[src/rtl/sliding_window_pkg.sv]
`default_nettype none
// ============================================================================
// Module      : sliding_window_pkg
// Description : Shared FSM state encoding and sum-width helper for the
//               sliding-window sample buffer.
// Revision    : 1.0 - initial release
// ============================================================================
package sliding_window_pkg;

    typedef enum logic [1:0] {
        FILL = 2'd0,
        RUN  = 2'd1,
        HOLD = 2'd2
    } state_t;

    // A window of DEPTH words of WORD_WIDTH bits can never exceed this width.
    function automatic int sum_width(input int word_width, input int depth);
        return word_width + $clog2(depth);
    endfunction

endpackage
`default_nettype wire

[src/rtl/sw_channel_lane.sv]
`default_nettype none
// ============================================================================
// Module      : sw_channel_lane
// Description : One channel's DEPTH-deep sample shift chain, with an optional
//               running window sum (SLIDING_WINDOW_SUM_EN).
// Revision    : 1.0 - initial release
// ============================================================================
module sw_channel_lane
    import sliding_window_pkg::*;
#(
    parameter int WORD_WIDTH = 4,
    parameter int DEPTH      = 21
) (
    input  logic                        clk,
    input  logic                        rst,
    input  logic                        clear,
    input  logic                        shift,
    input  logic [WORD_WIDTH-1:0]       din,
    output logic [DEPTH*WORD_WIDTH-1:0] window
`ifdef SLIDING_WINDOW_SUM_EN
    ,
    output logic [sum_width(WORD_WIDTH, DEPTH)-1:0] win_sum
`endif
);

    logic [WORD_WIDTH-1:0] r_slot [DEPTH];

    always_ff @(posedge clk or posedge rst) begin
        if (rst) begin
            r_slot <= '{default: '0};
        end else if (clear) begin
            r_slot <= '{default: '0};
        end else if (shift) begin
            r_slot[0] <= din;
            for (int i = 1; i < DEPTH; i++) begin
                r_slot[i] <= r_slot[i-1];
            end
        end
    end

    for (genvar s = 0; s < DEPTH; s++) begin : g_flat
        assign window[s*WORD_WIDTH +: WORD_WIDTH] = r_slot[s];
    end

`ifdef SLIDING_WINDOW_SUM_EN
    localparam int c_sum_w = sum_width(WORD_WIDTH, DEPTH);

    logic [c_sum_w-1:0] r_sum;

    // Incoming word enters, oldest word leaves: sum tracks the window exactly.
    always_ff @(posedge clk or posedge rst) begin
        if (rst) begin
            r_sum <= '0;
        end else if (clear) begin
            r_sum <= '0;
        end else if (shift) begin
            r_sum <= r_sum + c_sum_w'(din) - c_sum_w'(r_slot[DEPTH-1]);
        end
    end

    assign win_sum = r_sum;
`endif

endmodule
`default_nettype wire

[src/rtl/sliding_window_buffer.sv]
`default_nettype none
// ============================================================================
// Module      : sliding_window_buffer
// Description : Multi-channel sliding-window buffer with valid/ready handshakes
//               and a window strobe every STRIDE samples. Optional per-channel
//               window sum enabled by defining SLIDING_WINDOW_SUM_EN.
// Revision    : 1.0 - initial release
// ============================================================================
module sliding_window_buffer
    import sliding_window_pkg::*;
#(
    parameter int CHANNELS   = 2,
    parameter int WORD_WIDTH = 4,
    parameter int DEPTH      = 21,
    parameter int STRIDE     = 1
) (
    input  logic                                 clk,
    input  logic                                 rst,
    input  logic                                 clear,
    input  logic                                 in_valid,
    output logic                                 in_ready,
    input  logic [CHANNELS*WORD_WIDTH-1:0]       din,
    output logic                                 win_valid,
    input  logic                                 win_ready,
    output logic [CHANNELS*DEPTH*WORD_WIDTH-1:0] data_out_flat
`ifdef SLIDING_WINDOW_SUM_EN
    ,
    output logic [CHANNELS*sum_width(WORD_WIDTH, DEPTH)-1:0] win_sum_flat
`endif
);

    localparam int                 c_cnt_w     = $clog2(DEPTH + 1);
    localparam logic [c_cnt_w-1:0] c_depth     = c_cnt_w'(DEPTH);
    localparam logic [c_cnt_w-1:0] c_depth_m1  = c_cnt_w'(DEPTH - 1);
    localparam logic [c_cnt_w-1:0] c_stride_m1 = c_cnt_w'(STRIDE - 1);

    state_t             r_state;
    state_t             w_state_next;
    logic [c_cnt_w-1:0] r_fill_cnt;
    logic [c_cnt_w-1:0] w_fill_next;
    logic [c_cnt_w-1:0] r_stride_cnt;
    logic [c_cnt_w-1:0] w_stride_next;
    logic               w_accept;
    logic               w_shift;

    function automatic logic [c_cnt_w-1:0] sat_inc(input logic [c_cnt_w-1:0] v);
        return (v == c_depth) ? v : v + 1'b1;
    endfunction

    assign win_valid = (r_state == HOLD);
    assign in_ready  = !rst && (!win_valid || win_ready);
    assign w_accept  = in_valid && in_ready;
    // A sample offered during clear is dropped rather than shifted in.
    assign w_shift   = w_accept && !clear;

    always_ff @(posedge clk or posedge rst) begin
        if (rst) begin
            r_state      <= FILL;
            r_fill_cnt   <= '0;
            r_stride_cnt <= '0;
        end else begin
            r_state      <= w_state_next;
            r_fill_cnt   <= w_fill_next;
            r_stride_cnt <= w_stride_next;
        end
    end

    always_comb begin
        w_state_next  = r_state;
        w_fill_next   = r_fill_cnt;
        w_stride_next = r_stride_cnt;
        if (clear) begin
            w_state_next  = FILL;
            w_fill_next   = '0;
            w_stride_next = '0;
        end else begin
            unique case (r_state)
                FILL: begin
                    if (w_accept) begin
                        w_fill_next = sat_inc(r_fill_cnt);
                        if (r_fill_cnt == c_depth_m1) begin
                            w_state_next = HOLD;
                        end
                    end
                end
                RUN: begin
                    if (w_accept) begin
                        if (r_stride_cnt == c_stride_m1) begin
                            w_state_next  = HOLD;
                            w_stride_next = '0;
                        end else begin
                            w_stride_next = sat_inc(r_stride_cnt);
                        end
                    end
                end
                HOLD: begin
                    // A sample taken alongside the window is the first of the next stride.
                    if (win_ready) begin
                        if (w_accept && (STRIDE == 1)) begin
                            w_state_next  = HOLD;
                            w_stride_next = '0;
                        end else if (w_accept) begin
                            w_state_next  = RUN;
                            w_stride_next = c_cnt_w'(1);
                        end else begin
                            w_state_next  = RUN;
                            w_stride_next = '0;
                        end
                    end
                end
                default: begin
                    w_state_next  = FILL;
                    w_fill_next   = '0;
                    w_stride_next = '0;
                end
            endcase
        end
    end

    for (genvar c = 0; c < CHANNELS; c++) begin : g_lane
        sw_channel_lane #(
            .WORD_WIDTH (WORD_WIDTH),
            .DEPTH      (DEPTH)
        ) u_lane (
            .clk     (clk),
            .rst     (rst),
            .clear   (clear),
            .shift   (w_shift),
            .din     (din[(c+1)*WORD_WIDTH-1 -: WORD_WIDTH]),
            .window  (data_out_flat[c*DEPTH*WORD_WIDTH +: DEPTH*WORD_WIDTH])
`ifdef SLIDING_WINDOW_SUM_EN
            ,
            .win_sum (win_sum_flat[c*sum_width(WORD_WIDTH, DEPTH) +: sum_width(WORD_WIDTH, DEPTH)])
`endif
        );
    end

endmodule
`default_nettype wire

[config.mk]
export PLATFORM = sky130hd
export DESIGN_NAME = sliding_window_buffer
export DESIGN_NICKNAME = d
export VERILOG_FILES = /design/src/rtl/sliding_window_pkg.sv /design/src/rtl/sw_channel_lane.sv /design/src/rtl/sliding_window_buffer.sv
export SDC_FILE = /design/constraint.sdc
export NUM_CORES = 1
export LEC_CHECK = 0
export CAP_MARGIN = 20
export CORE_ASPECT_RATIO = 0.5
export CORE_MARGIN = 8
export CORE_UTILIZATION = 53
export DETAILED_ROUTE_END_ITERATION = 16
export PLACE_DENSITY = 0.82
export SLEW_MARGIN = 25
export SYNTH_ARGS = -nofsm -noshare
export SYNTH_HDL_FRONTEND = slang
export SYNTH_SLANG_ARGS = --single-unit
[constraint.sdc]
create_clock -name clk -period 11.7 [get_ports clk]
set_input_delay 2.34 -clock clk [delete_from_list [all_inputs] [get_ports clk]]
set_output_delay 2.34 -clock clk [all_outputs]
set_load 0.02 [all_outputs]
Word level (Yosys, flattened, before mapping)
Index checks and enable logic that the tools add are counted.
{ "word_totals": {"elab_cells": 97, "regBits": 180} }
{ "classes": {"mux": 22, "addsub": 2, "n_eq_ne": 14, "n_reduce_logical": 14} }
{ "ops": {"columns": ["operator", "n"], "rows": [
  ["2-to-1 mux 84 bit", 4],
  ["2-to-1 mux 5 bit", 8],
  ["equality test 5 bit (second input constant)", 3],
  ["!= test 3 bit (second input constant)", 5],
  ["case mux 5 bit (3 select lines)", 1],
  ["2-to-1 mux 2 bit", 7],
  ["adder 5 x 1 -> 5 bit (second input constant)", 2],
  ["case mux 5 bit (2 select lines)", 1],
  ["case mux 2 bit (3 select lines)", 1],
  ["logical NOT 5 bit", 1],
  ["AND reduction 5 bit", 1],
  ["!= test 4 bit (second input constant)", 1],
  ["AND reduction 4 bit", 1],
  ["logical AND 1 bit", 3],
  ["logical NOT 1 bit", 3],
  ["!= test 3 x 2 -> 1 bit (second input constant)", 1],
  ["AND reduction 3 bit", 1],
  ["equality test 2 x 1 -> 1 bit (second input constant)", 1],
  ["equality test 2 bit (second input constant)", 1],
  ["logical NOT 2 bit", 1],
  ["!= test 2 x 1 -> 1 bit (second input constant)", 1],
  ["!= test 2 bit (second input constant)", 1],
  ["nonzero test 2 bit", 1],
  ["OR reduction 2 bit", 1],
  ["logical OR 1 bit", 1]
]} }

Logic depth before layout (Yosys ltp)
Gate-level depths: netlist of run 1.
{ "depth": {"depth_word": 9, "mapped_depth": 9, "mapped_depth_nobuf": 6} }

Cells and area by module
Synthesis of run 1 repeated with hierarchy kept, for this count alone.
{ "unflattened": {"hier_cells": 643, "area_unflattened_um2": 7860.0} }
{ "by_module_without_submodules": {"columns": ["mod", "cells_per_inst", "instances", "area_each_um2"], "rows": [
  ["sw_channel_lane", 272, 2, 3465.8],
  ["sliding_window_buffer", 99, 1, 928.4]
]} }

Least setup slack after synthesis of run 1
No wires, ideal clock.
{ "synth_timing": {"path_type": "input -> output", "from": "in win_ready", "to": "out in_ready", "t_arrival_ps": 2803, "path_stages": 2, "required_time_ps": 9360, "slack_ps": 6557, "path_cell_list": "and2b_4 -> nor2_1"} }
{ "synth_between": {"elab_chain_len": 2} }
{ "synth_lines": {"columns": ["item", "line", "text"], "rows": [
  ["start: declaration", "sliding_window_buffer.sv:24", "input logic win_ready,"],
  ["logical OR 1 bit", "sliding_window_buffer.sv:51", "assign in_ready = !rst && (!win_valid || win_ready);"],
  ["logical AND 1 bit", "sliding_window_buffer.sv:51", null],
  ["end: declaration", "sliding_window_buffer.sv:21", "output logic in_ready,"]
]} }
Every way passes these cells.

Worst setup path after layout of run 1
Same ends and word-level chain as after synthesis.

==> summary.txt, run 1 <==
Outcome
  • Status: complete, no violations

Logic synthesis
  • Share of the yosys chip area belonging to registers: 59.2%
  • Post-synth top area cell: dfrtp_1
  • Most used standard cell by instance count after synthesis: nand2_1
  • Synth unique cells: 42
  • Synth top area share: 59.2%
  • Area contributors post-synth: dfrtp_1 59%, nand2_1 17%, a21oi_1 11%, ha_1 1.6%, buf_2 1.5%
  • Flops & latches, synth: 180
  • Post-synth ARST share: 100%
  • Avg Cell Area, Syn: approximately 9.1 um^2
  • Synth top cells by count: 341 x nand2_1, 180 x dfrtp_1, 172 x a21oi_1, 23 x buf_2, 19 x clkbuf_1
  • Yosys warnings: 0
  • Post-Syn Instances: 836
  • EDFF count, synth: 0
  • Cell area after synthesis: 0.00761 mm^2
  • Top FF cell, synth: dfrtp_1
  • Post-synth net total: 859

Timing
  • Unrepaired setup endpoints after global routing: no
  • Post-layout minimum cycle time: 6.09 ns
  • Worst slew margin: roughly 36%
  • Max Freq: between 0.15 and 0.2 GHz
  • Slew Limit Fails: 0
  • # setup viols final: 0
  • Fin crit share: 52.0%
  • Worst-Margin Slew: just under 1 ns
  • Fin Setup TNS: 0 ns
  • Final Hold Fails: 0
  • Clock Skew: 0.0110 ns

Clocking
  • Post-CTS sizing: 0
  • CTS tree: done
  • Clock Latency Late Sink: 0.42 ns
  • Post-CTS Setup Bufs: 0
  • Hold Buf Count CTS: 0
  • H-tree depth: 4
  • Clk buf depth: 2
  • Clock-pin slew on the worst setup and hold paths: 0.07 ns
  • CTS buffer count: 17
  • Sink Count: between 150 and 200
  • CTS root buf: clkbuf_16

Setup path
  • Slowest CP cell: clkdlybuf4s50_1
  • Crit path max fanout: 4
  • Startpoint Class: input port
  • Worst Setup End Kind: output port
  • Crit-path cells: clkdlybuf4s50_1 -> and2b_4 -> nor2_1 -> clkdlybuf4s50_1
  • Crit path required time: 9.36 ns
  • Setup CP Type: in2out
  • Slowest cell delay on critical path: approximately 0.6 ns
  • Crit path DAT: 3.75 ns
  • Most frequent CP cell: clkdlybuf4s50_1

Cells and area
  • Multi-input logic area: 0.00271 mm^2
  • Non-Filler Instances: 1195
  • # nets final: roughly 1000
  • Share of layout cells above drive strength 1: around 5.0%
  • Number of fill cells in the layout: 1101
  • N_diodes: 0
  • Post-route cell area: 0.00998 mm^2
  • Register area: 0.00450 mm^2
  • P&R area growth vs syn: 31.1%

Detailed routing
  • Residual DRC: 0
  • DRT Wirelength: 19.5 mm
  • Vias: 6252
  • Initial DRC Count: ~600
  • Post-DRT Antenna Nets: 0
  • Vias per inst: approximately 5.2
  • Drt pass-1 iters: 4
  • Routed len/inst: approximately 16 um

GRT
  • Number of global-route vias before repair: about 6200
  • Largest net degree at the start of global routing: 114
  • First-pass GRT wire length: 31.9 mm
  • Number of antenna violations at the first check in global routing: 0
  • GRT Util Overall: 21.1%
  • Grt total ovfl: 0

Power and ir drop
  • Max VDD drop: 100 uV
  • Final total power: 1.34 mW
  • Leakage power: around 4.0 nW
  • Pwr Density: 135 mW/mm^2

Floorplan
  • Initial core utilization: 53.5%
  • DIE AREA: 0.0187 mm^2
  • Die W: 185 um
  • Rows: 31
  • Placeable Area: 0.0142 mm^2
  • Ports: 183
  • Die Ht: 101 um

Placement
  • HPWL Detailed: roughly 13 mm
  • RePlAce Congestion: 0.848
  • Placed cell count: 1162
  • Placed Instance Area: 0.00938 mm^2
  • Port Buffers: roughly 180

Min path
  • Worst min path class: reg2reg

Flow run
  • Max capacitance violation total: 0
path summary, 6_finish.rpt:
kind                       cells after the start                   startpoint                           to  slack (ns)
setup reg to reg                               8                   r_state[0]  g_lane[0].u_lane.window[35]        8.69
min in group asynchronous                      2                          rst                r_fill_cnt[4]        2.55
max in group asynchronous                      3                          rst  g_lane[1].u_lane.window[25]        7.77
setup / recovery                               4                    win_ready                     in_ready        5.61
hold / removal                                 2  g_lane[1].u_lane.window[82]  g_lane[1].u_lane.window[82]        0.52
hold reg to reg                                2  g_lane[1].u_lane.window[82]  g_lane[1].u_lane.window[82]        0.52
kinds of logic (layout without fill, tap and decap cells):
kind of cell / Yosys count / after routing / synth area share, %
fa+ha+maj: 10 / 10 / 1.64
buf+inv: 71 / 232 / 5.21
simple gates: 380 / 380 / 20.1
mux: 4 / 4 / 0.592
flops: 180 / 180 / 59.2
compound gates: 191 / 191 / 13.3
power breakdown:
| group | leakage (nW) | internal (mW) | switching [mW] |
|---|---|---|---|
| sequential | 2.51 | 0.628 | 0.00615 |
| clock | 0.284 | 0.289 | 0.263 |
| combinational | 1.23 | 0.0419 | 0.115 |
layout by cell type, fill, tap and decap left out, types with 4 or more instances in the layout:
master and count:
a21oi_1 172, buf_4 4, clkbuf_16 17, clkdlybuf4s50_1 181, dfrtp_1 180, ha_1 10
inv_1 11, inv_6 6, inv_8 5, nand2_1 341, nand3_1 8, nor2_1 7
layout make-up:
class | count | area share [%]
Clock buffer | 18 | 4.40
Clock inverter | 14 | 1.29
Inverter | 12 | 0.527
Multi-Input combinational cell | 585 | 27.2
Sequential cell | 180 | 45.1
Tap cell | 198 | 2.48
Timing Repair Buffer | 188 | 19.0
routing by layer:
layer	GRT usage, %	wire length [um]	part of all wire [%]
met1	26.4	8040	41
met4	6.72	429	2.2
met3	5.04	1110	5.7
met2	35.7	9930	51
met5	0	0	0
worst max-delay path, delay by kind of cell:
family	cells	cell delay, ns
and+or+nand+nor	2	0.30
buffers and inverters	2	1.11
registers in the layout, indices dropped and copies added, names as in the netlist:
name / count
r_stride_cnt: 5
g_lane.u_lane.window: 168
r_fill_cnt: 5
r_state: 2
metrics by stage:
step                worst slack, ns  hold slack (ns)  utilization, %
floorplan                      4.47            0.534               -
global placement               5.62            0.508            65.9
detailed placement             5.62            0.516            65.9
CTS                            5.62            0.526            69.9
global route                   5.59            0.544            70.1
finish                         5.61            0.524            70.1
Power figures use the tool's default switching activity.
==> run 2: changes to the inputs <==
--- a/config.mk
+++ b/config.mk
@@ -8,9 +8,9 @@
 export CAP_MARGIN = 20
 export CORE_ASPECT_RATIO = 0.5
 export CORE_MARGIN = 8
-export CORE_UTILIZATION = 53
+export CORE_UTILIZATION = 45
 export DETAILED_ROUTE_END_ITERATION = 16
-export PLACE_DENSITY = 0.82
+export PLACE_DENSITY = 0.73
 export SLEW_MARGIN = 25
 export SYNTH_ARGS = -nofsm -noshare
 export SYNTH_HDL_FRONTEND = slang
==> constraint.sdc (replaced) <==
create_clock -name clk -period 4.9 [get_ports clk]
set_input_delay 0.98 -clock clk [delete_from_list [all_inputs] [get_ports clk]]
set_output_delay 0.98 -clock clk [all_outputs]
set_load 0.02 [all_outputs]
==> run 2 against run 1 <==
Sequential share of layout area fell by 0.44 points; final area rose by 0.99%; die area rose by 16%; sequential power rose by 140%; clock skew fell by 0.0029 ns; clock power rose to 2.5 times the previous value; via count fell by 0.19%; routed wire length rose by 1.4%; utilization fell by 8.9 points; global-route usage fell by 2.9 points; final cell count rose by 2.5%; first-iteration DRC count fell by 22%.
==> summary.txt, run 2 (synthesized netlist as in run 1, its figures left out) <==
Outcome
  • Status: complete, no violations (unchanged)

Clocking
  • Sink Count: 180 (unchanged)
  • CTS tree: done (unchanged)
  • CTS buffer count: 17 (unchanged)
  • Clock-pin slew on the worst setup and hold paths: 0.06 ns (was 0.07 ns)
  • Clk buf depth: 2 (unchanged)
  • Hold Buf Count CTS: 0 (unchanged)
  • H-tree depth: 4 (unchanged)
  • Clock Latency Late Sink: 0.42 ns (about the same)
  • Post-CTS Setup Bufs: 0 (unchanged)
  • Post-CTS sizing: 0 (unchanged)
  • CTS root buf: clkbuf_16 (unchanged)

Cells and area
  • P&R area growth vs syn: 32.4% (was 31.1%)
  • N_diodes: 0 (unchanged)
  • Non-Filler Instances: 1225 (was 1195)
  • Share of layout cells above drive strength 1: 4.91% (was 5.02%)
  • # nets final: 1008 (was 1007)
  • Most frequent cells in the layout: 341 x nand2_1, 181 x clkdlybuf4s50_1, 180 x dfrtp_1, 172 x a21oi_1, 17 x clkbuf_16 (unchanged)
  • Most common cell after layout, fill and taps aside: nand2_1 (unchanged)
  • Max FFs per register: 168 (unchanged)

Power and ir drop
  • Final total power: 3.29 mW (was 1.34 mW)
  • Max VDD drop: 275 uV (was 100 uV)
  • Leakage power: 4.04 nW (was 4.02 nW)
  • Pwr Density: 327 mW/mm^2 (was 135 mW/mm^2)

Placement
  • HPWL Detailed: 13.0 mm (was 12.5 mm)
  • RePlAce Congestion: 0.845 (was 0.848)
  • Placed cell count: 1193 (was 1162)
  • Port Buffers: 182 (unchanged)

GRT
  • Number of antenna violations at the first check in global routing: 0 (unchanged)
  • Number of global-route vias before repair: 6006 (was 6198)
  • GRT Util Overall: 18.2% (was 21.1%)
  • Grt total ovfl: 0 (unchanged)
  • Largest net degree at the start of global routing: 132 (was 114)
  • First-pass GRT wire length: 31.8 mm (was 31.9 mm)

Setup path
  • Slowest CP cell: clkdlybuf4s50_1 (unchanged)
  • Crit path DAT: 2.38 ns (was 3.75 ns)
  • Crit-path leading delay family: buffers and inverters (unchanged)
  • Setup CP Type: in2out (unchanged)
  • Crit path max fanout: 4 (unchanged)
  • Startpoint Class: input port (unchanged)
  • Worst Setup End Kind: output port (unchanged)
  • Slowest cell delay on critical path: 0.61 ns (about the same)
  • Crit-path cells: clkdlybuf4s50_1 -> and2b_4 -> nor2_1 -> clkdlybuf4s50_1 (unchanged)
  • Buf+Inv Stages, Crit Path: 2 (unchanged)
  • Crit path required time: 3.92 ns (was 9.36 ns)
  • Most frequent CP cell: clkdlybuf4s50_1 (unchanged)

Floorplan
  • Die Ht: 108 um (was 101 um)
  • Rows: 33 (was 31)
  • Die W: 200 um (was 185 um)
  • Initial core utilization: 46.2% (was 53.5%)
  • Ports: 183 (unchanged)
  • Placeable Area: 0.0165 mm^2 (was 0.0142 mm^2)
  • DIE AREA: 0.0216 mm^2 (was 0.0187 mm^2)

Timing
  • Max Freq: 0.297 GHz
  • Slew Limit Fails: 0 (unchanged)
  • Fin crit share: 68.6%
  • Worst-Margin Slew: 0.788 ns (was 0.967 ns)
  • Unrepaired setup endpoints after global routing: no (unchanged)
  • Post-layout minimum cycle time: between 3 and 4 ns
  • Final Hold Fails: 0 (unchanged)
  • # setup viols final: 0 (unchanged)
  • Clock Skew: 0.00809 ns (was 0.0110 ns)
  • Fin Setup TNS: 0 ns (unchanged)
  • Worst slew margin: 47.4% (was 35.5%)

Detailed routing
  • Post-DRT Antenna Nets: 0 (unchanged)
  • Routed len/inst: 16.1 um (was 16.3 um)
  • Residual DRC: 0 (unchanged)
  • Initial DRC Count: 485 (was 618)
  • Vias: 6240 (was 6252)
  • Vias per inst: 5.09 (was 5.23)
  • Drt pass-1 iters: 5 (was 4)
  • DRT Wirelength: 19.8 mm (was 19.5 mm)

Flow run
  • Max capacitance violation total: 0 (unchanged)

Min path
  • Worst min path class: reg2reg (unchanged)
## run 2: final cells by class
cell class / count / area, um^2
clock buffer: 23 / 488
clock inverter: 9 / 116
fill: 1406 / 6400
inverter: 12 / 48.8
multi-input combinational: 585 / 2710
sequential: 180 / 4500
tap: 227 / 284
timing repair buffer: 189 / 1920
## run 2: per-layer routing
layer | part of all wire, % | global-route usage (%) | vias up
li1 | - | - | 3033
met1 | 43 | 23.5 | 3085
met2 | 52 | 31.0 | 114
met3 | 4.8 | 3.94 | 8
met4 | 0.54 | 4.70 | 0
met5 | 0 | 0 | -
## run 2: where the power goes
group	switching (mW)	internal, mW
registers	0.0142	1.50
clock network	0.586	0.814
logic	0.273	0.105
## run 2: final timing paths
path / startpoint / endpoint / slack [ns] / cells after the start
worst max-delay path: win_ready / in_ready / 1.54 / 4
worst min-delay path: g_lane[0].u_lane.window[83] / g_lane[0].u_lane.window[83] / 0.53 / 2
worst max register to register: r_state[0] / g_lane[0].u_lane.window[9] / 2.36 / 7
worst min register to register: g_lane[0].u_lane.window[83] / g_lane[0].u_lane.window[83] / 0.53 / 2
max in group asynchronous: rst / g_lane[0].u_lane.window[48] / 2.88 / 3
min in group asynchronous: rst / r_state[1] / 1.12 / 2
## run 2: tightest hold or removal path, stage by stage (launching register included)
cell and delay, ns:
dfrtp_1 0.38, nand2_1 0.06, a21oi_1 0.06
## run 2: per-stage QoR
stage	utilization (%)	hold slack [ns]	area (um^2)	setup slack [ns]
4_1_cts	61.2	0.528	10100	1.52
2_1_floorplan	-	0.534	7610	1.61
5_1_grt	61.2	0.559	10100	1.47
3_3_place_gp	57.5	0.510	9470	1.43
3_5_place_dp	57.5	0.518	9470	1.35
6_report	61.2	0.529	10100	1.54
==> run 3: changes to the inputs <==
--- a/config.mk
+++ b/config.mk
@@ -8,9 +8,9 @@
 export CAP_MARGIN = 20
 export CORE_ASPECT_RATIO = 0.5
 export CORE_MARGIN = 8
-export CORE_UTILIZATION = 45
+export CORE_UTILIZATION = 50
 export DETAILED_ROUTE_END_ITERATION = 16
-export PLACE_DENSITY = 0.73
+export PLACE_DENSITY = 0.77
 export SLEW_MARGIN = 25
 export SYNTH_ARGS = -nofsm -noshare
 export SYNTH_HDL_FRONTEND = slang
==> constraint.sdc (replaced) <==
create_clock -name clk -period 3.31 [get_ports clk]
set_input_delay 0.662 -clock clk [delete_from_list [all_inputs] [get_ports clk]]
set_output_delay 0.662 -clock clk [all_outputs]
set_load 0.02 [all_outputs]
==> run 3 against run 2 <==
Sequential share of layout area fell by 0.31 points; clock power rose by 39%; sequential power rose by 48%; largest cell class unchanged; largest power group unchanged; highest routed layer unchanged.
==> summary.txt, run 3 (synthesized netlist as in run 1, its figures left out) <==
Outcome
  • Status: complete, no violations (unchanged)

Detailed routing
  • Vias per inst: 5.29 (was 5.09)
  • Residual DRC: 0 (unchanged)
  • Drt pass-1 iters: 4 (was 5)
  • Vias: 6394 (was 6240)
  • Initial DRC Count: 550 (was 485)
  • DRT Wirelength: 20.4 mm (was 19.8 mm)
  • Routed len/inst: 16.9 um (was 16.1 um)
  • Post-DRT Antenna Nets: 0 (unchanged)

Setup path
  • Setup CP Type: in2out (unchanged)
  • Crit path required time: 2.65 ns (was 3.92 ns)
  • R2r endpoint: g_lane[1].u_lane.window[34] (was g_lane[0].u_lane.window[9])
  • RR Startpoint: r_state[0] (unchanged)
  • Worst Setup End Kind: output port (unchanged)
  • R2R depth: 7 (unchanged)
  • FF-to-FF setup slack: 1.14 ns (was 2.36 ns)
  • Crit path DAT: 2.10 ns (was 2.38 ns)
  • CP startpoint: win_ready (unchanged)
  • Startpoint Class: input port (unchanged)
  • Critical Path Sink: in_ready (unchanged)
  • Crit path max fanout: 4 (unchanged)

Power and ir drop
  • Final total power: 4.79 mW (was 3.29 mW)
  • Net switching power: 1.37 mW (was 872 uW)
  • Reg power frac: 46.7% (was 46.0%)
  • Internal power: 3.43 mW (was 2.42 mW)
  • Switch share: 28.5% (was 26.5%)
  • Max VDD drop: 310 uV (was 275 uV)
  • Clock Power Share: 40.7% (was 42.5%)
  • Pwr Density: 472 mW/mm^2 (was 327 mW/mm^2)
  • Leakage power: 4.08 nW (was 4.04 nW)
  • Combinational Power Share: 12.6% (was 11.5%)

Flow run
  • Max capacitance violation total: 0 (unchanged)

Min path
  • Worst min path class: reg2reg (unchanged)
  • Worst hold path depth: 2 (unchanged)
  • Startpoint of the worst hold path: g_lane[0].u_lane.window[81] (was g_lane[0].u_lane.window[83])

Timing
  • # setup viols final: 0 (unchanged)
  • Fin Setup TNS: 0 ns (unchanged)
  • Final Hold Fails: 0 (unchanged)
  • Post-layout minimum cycle time: 2.76 ns
  • Worst slew margin: 54.8% (was 47.4%)
  • Max Freq: approximately 0.36 GHz
  • Fin crit share: a little over four fifths
  • Slew Limit Fails: 0 (unchanged)
  • Unrepaired setup endpoints after global routing: no (unchanged)
  • Clock Skew: 0.0144 ns (was 0.00809 ns)
  • Final WS setup: 0.550 ns (was 1.54 ns)
  • Worst-Margin Slew: 0.677 ns (was 0.788 ns)

Clocking
  • CTS root buf: clkbuf_16 (unchanged)
  • H-tree depth: 4 (unchanged)
  • Post-CTS Setup Bufs: 0 (unchanged)
  • CTS tree: done (unchanged)
  • CTS buffer count: 17 (unchanged)
  • Clock-pin slew on the worst setup and hold paths: 0.07 ns (was 0.06 ns)
  • Post-CTS sizing: 0 (unchanged)
  • Hold Buf Count CTS: 0 (unchanged)
  • Clk buf depth: 2 (unchanged)
  • Clock Latency Late Sink: 0.41 ns (was 0.42 ns)
  • Sink Count: 180 (unchanged)

GRT
  • Grt total ovfl: 0 (unchanged)
  • GRT Util Overall: 20.6% (was 18.2%)
  • Number of global-route vias before repair: 6002 (was 6006)
  • Number of antenna violations at the first check in global routing: 0 (unchanged)
  • First-pass GRT wire length: 32.6 mm (was 31.8 mm)
  • Largest net degree at the start of global routing: 111 (was 132)

Floorplan
  • Initial core utilization: 50.3% (was 46.2%)
  • Rows: 32 (was 33)
  • DIE AREA: 0.0197 mm^2 (was 0.0216 mm^2)
  • Ports: 183 (unchanged)
  • Die Ht: 103 um (was 108 um)
  • Die W: 190 um (was 200 um)
  • Placeable Area: 0.0151 mm^2 (was 0.0165 mm^2)

Placement
  • HPWL Detailed: 13.6 mm (was 13.0 mm)
  • Pre-CTS setup slack: 0.553 ns (was 1.35 ns)
  • Placed Instance Area: 0.00957 mm^2 (was 0.00947 mm^2)
  • Port Buffers: 182 (unchanged)
  • RePlAce Congestion: 0.853 (was 0.845)

Cells and area
  • Share of layout cells above drive strength 1: 5.68% (was 4.91%)
  • Max FFs per register: 168 (unchanged)
  • Most common cell after layout, fill and taps aside: nand2_1 (unchanged)
  • Most frequent cells in the layout: 341 x nand2_1, 181 x clkdlybuf4s50_1, 180 x dfrtp_1, 172 x a21oi_1, 17 x clkbuf_16 (unchanged)
  • N_diodes: 0 (unchanged)
  • Post-route cell area: 0.0101 mm^2 (about the same)
  • P&R area growth vs syn: 33.4% (was 32.4%)
  • # nets final: 1015 (was 1008)
  • Number of fill cells in the layout: 1257 (was 1406)
-- run 3: cell count changes in the layout (fill, tap and decap cells not counted), sizes merged --
cell | previous run | this run
buf | 8 | 15
clkbuf | 23 | 18
bufinv | 2 | 0
clkinv | 3 | 6
inv | 14 | 17
-- run 3: final cells by class --
type / count / area, um^2 / share of cell area [%]
clock buffers: 18 / 439 / 4.33
clock inverters: 13 / 138 / 1.36
inverters: 12 / 48.8 / 0.481
multi-input cells: 585 / 2720 / 26.8
flip-flops and latches: 180 / 4500 / 44.4
well taps: 204 / 255 / 2.52
repair buffers: 196 / 2040 / 20.1
-- run 3: critical path, cell delays in order --
cell and delay [ns]:
clkdlybuf4s50_1 0.51, and2b_4 0.23, nor2_1 0.08, clkdlybuf4s50_1 0.62
-- run 3: worst min-delay path by stage --
stage	to	slack, ns
global placement	g_lane[0].u_lane.window[80]	0.51
global route	g_lane[0].u_lane.window[68]	0.56
CTS	g_lane[0].u_lane.window[81]	0.53
finish	g_lane[0].u_lane.window[81]	0.52
detailed placement	g_lane[0].u_lane.window[81]	0.52
floorplan	r_state[1]	0.53
-- run 3: per-stage QoR --
| step | utilization [%] | hold WS [ns] | cells |
|---|---|---|---|
| after global routing | 67.1 | 0.561 | 1208 |
| after floorplan | - | 0.534 | 836 |
| after detailed placement | 63.2 | 0.517 | 1177 |
| final | 67.1 | 0.524 | 1208 |
| after global placement | 63.2 | 0.510 | 1177 |
| after CTS | 67.1 | 0.526 | 1208 |
-- run 3: power groups by stage --
stage          Sequential, mW  Clock, mW  Combinational (mW)
2_1_floorplan            2.29          0               0.430
3_3_place_gp             2.28          0               0.599
3_5_place_dp             2.28          0               0.603
4_1_cts                  2.24       1.99               0.606
5_1_grt                  2.24       2.08               0.668
6_report                 2.24       1.95               0.604
-- run 3: metal layers --
| layer | wire, um | share of wire [%] | vias up | global-route usage [%] |
|---|---|---|---|---|
| met5 | 0 | 0 | - | 0 |
| met4 | 113 | 0.55 | 0 | 4.21 |
| met3 | 1680 | 8.2 | 11 | 6.83 |
| met2 | 8840 | 43 | 190 | 29.5 |
| met1 | 9740 | 48 | 3144 | 30.0 |
| li1 | - | - | 3049 | - |
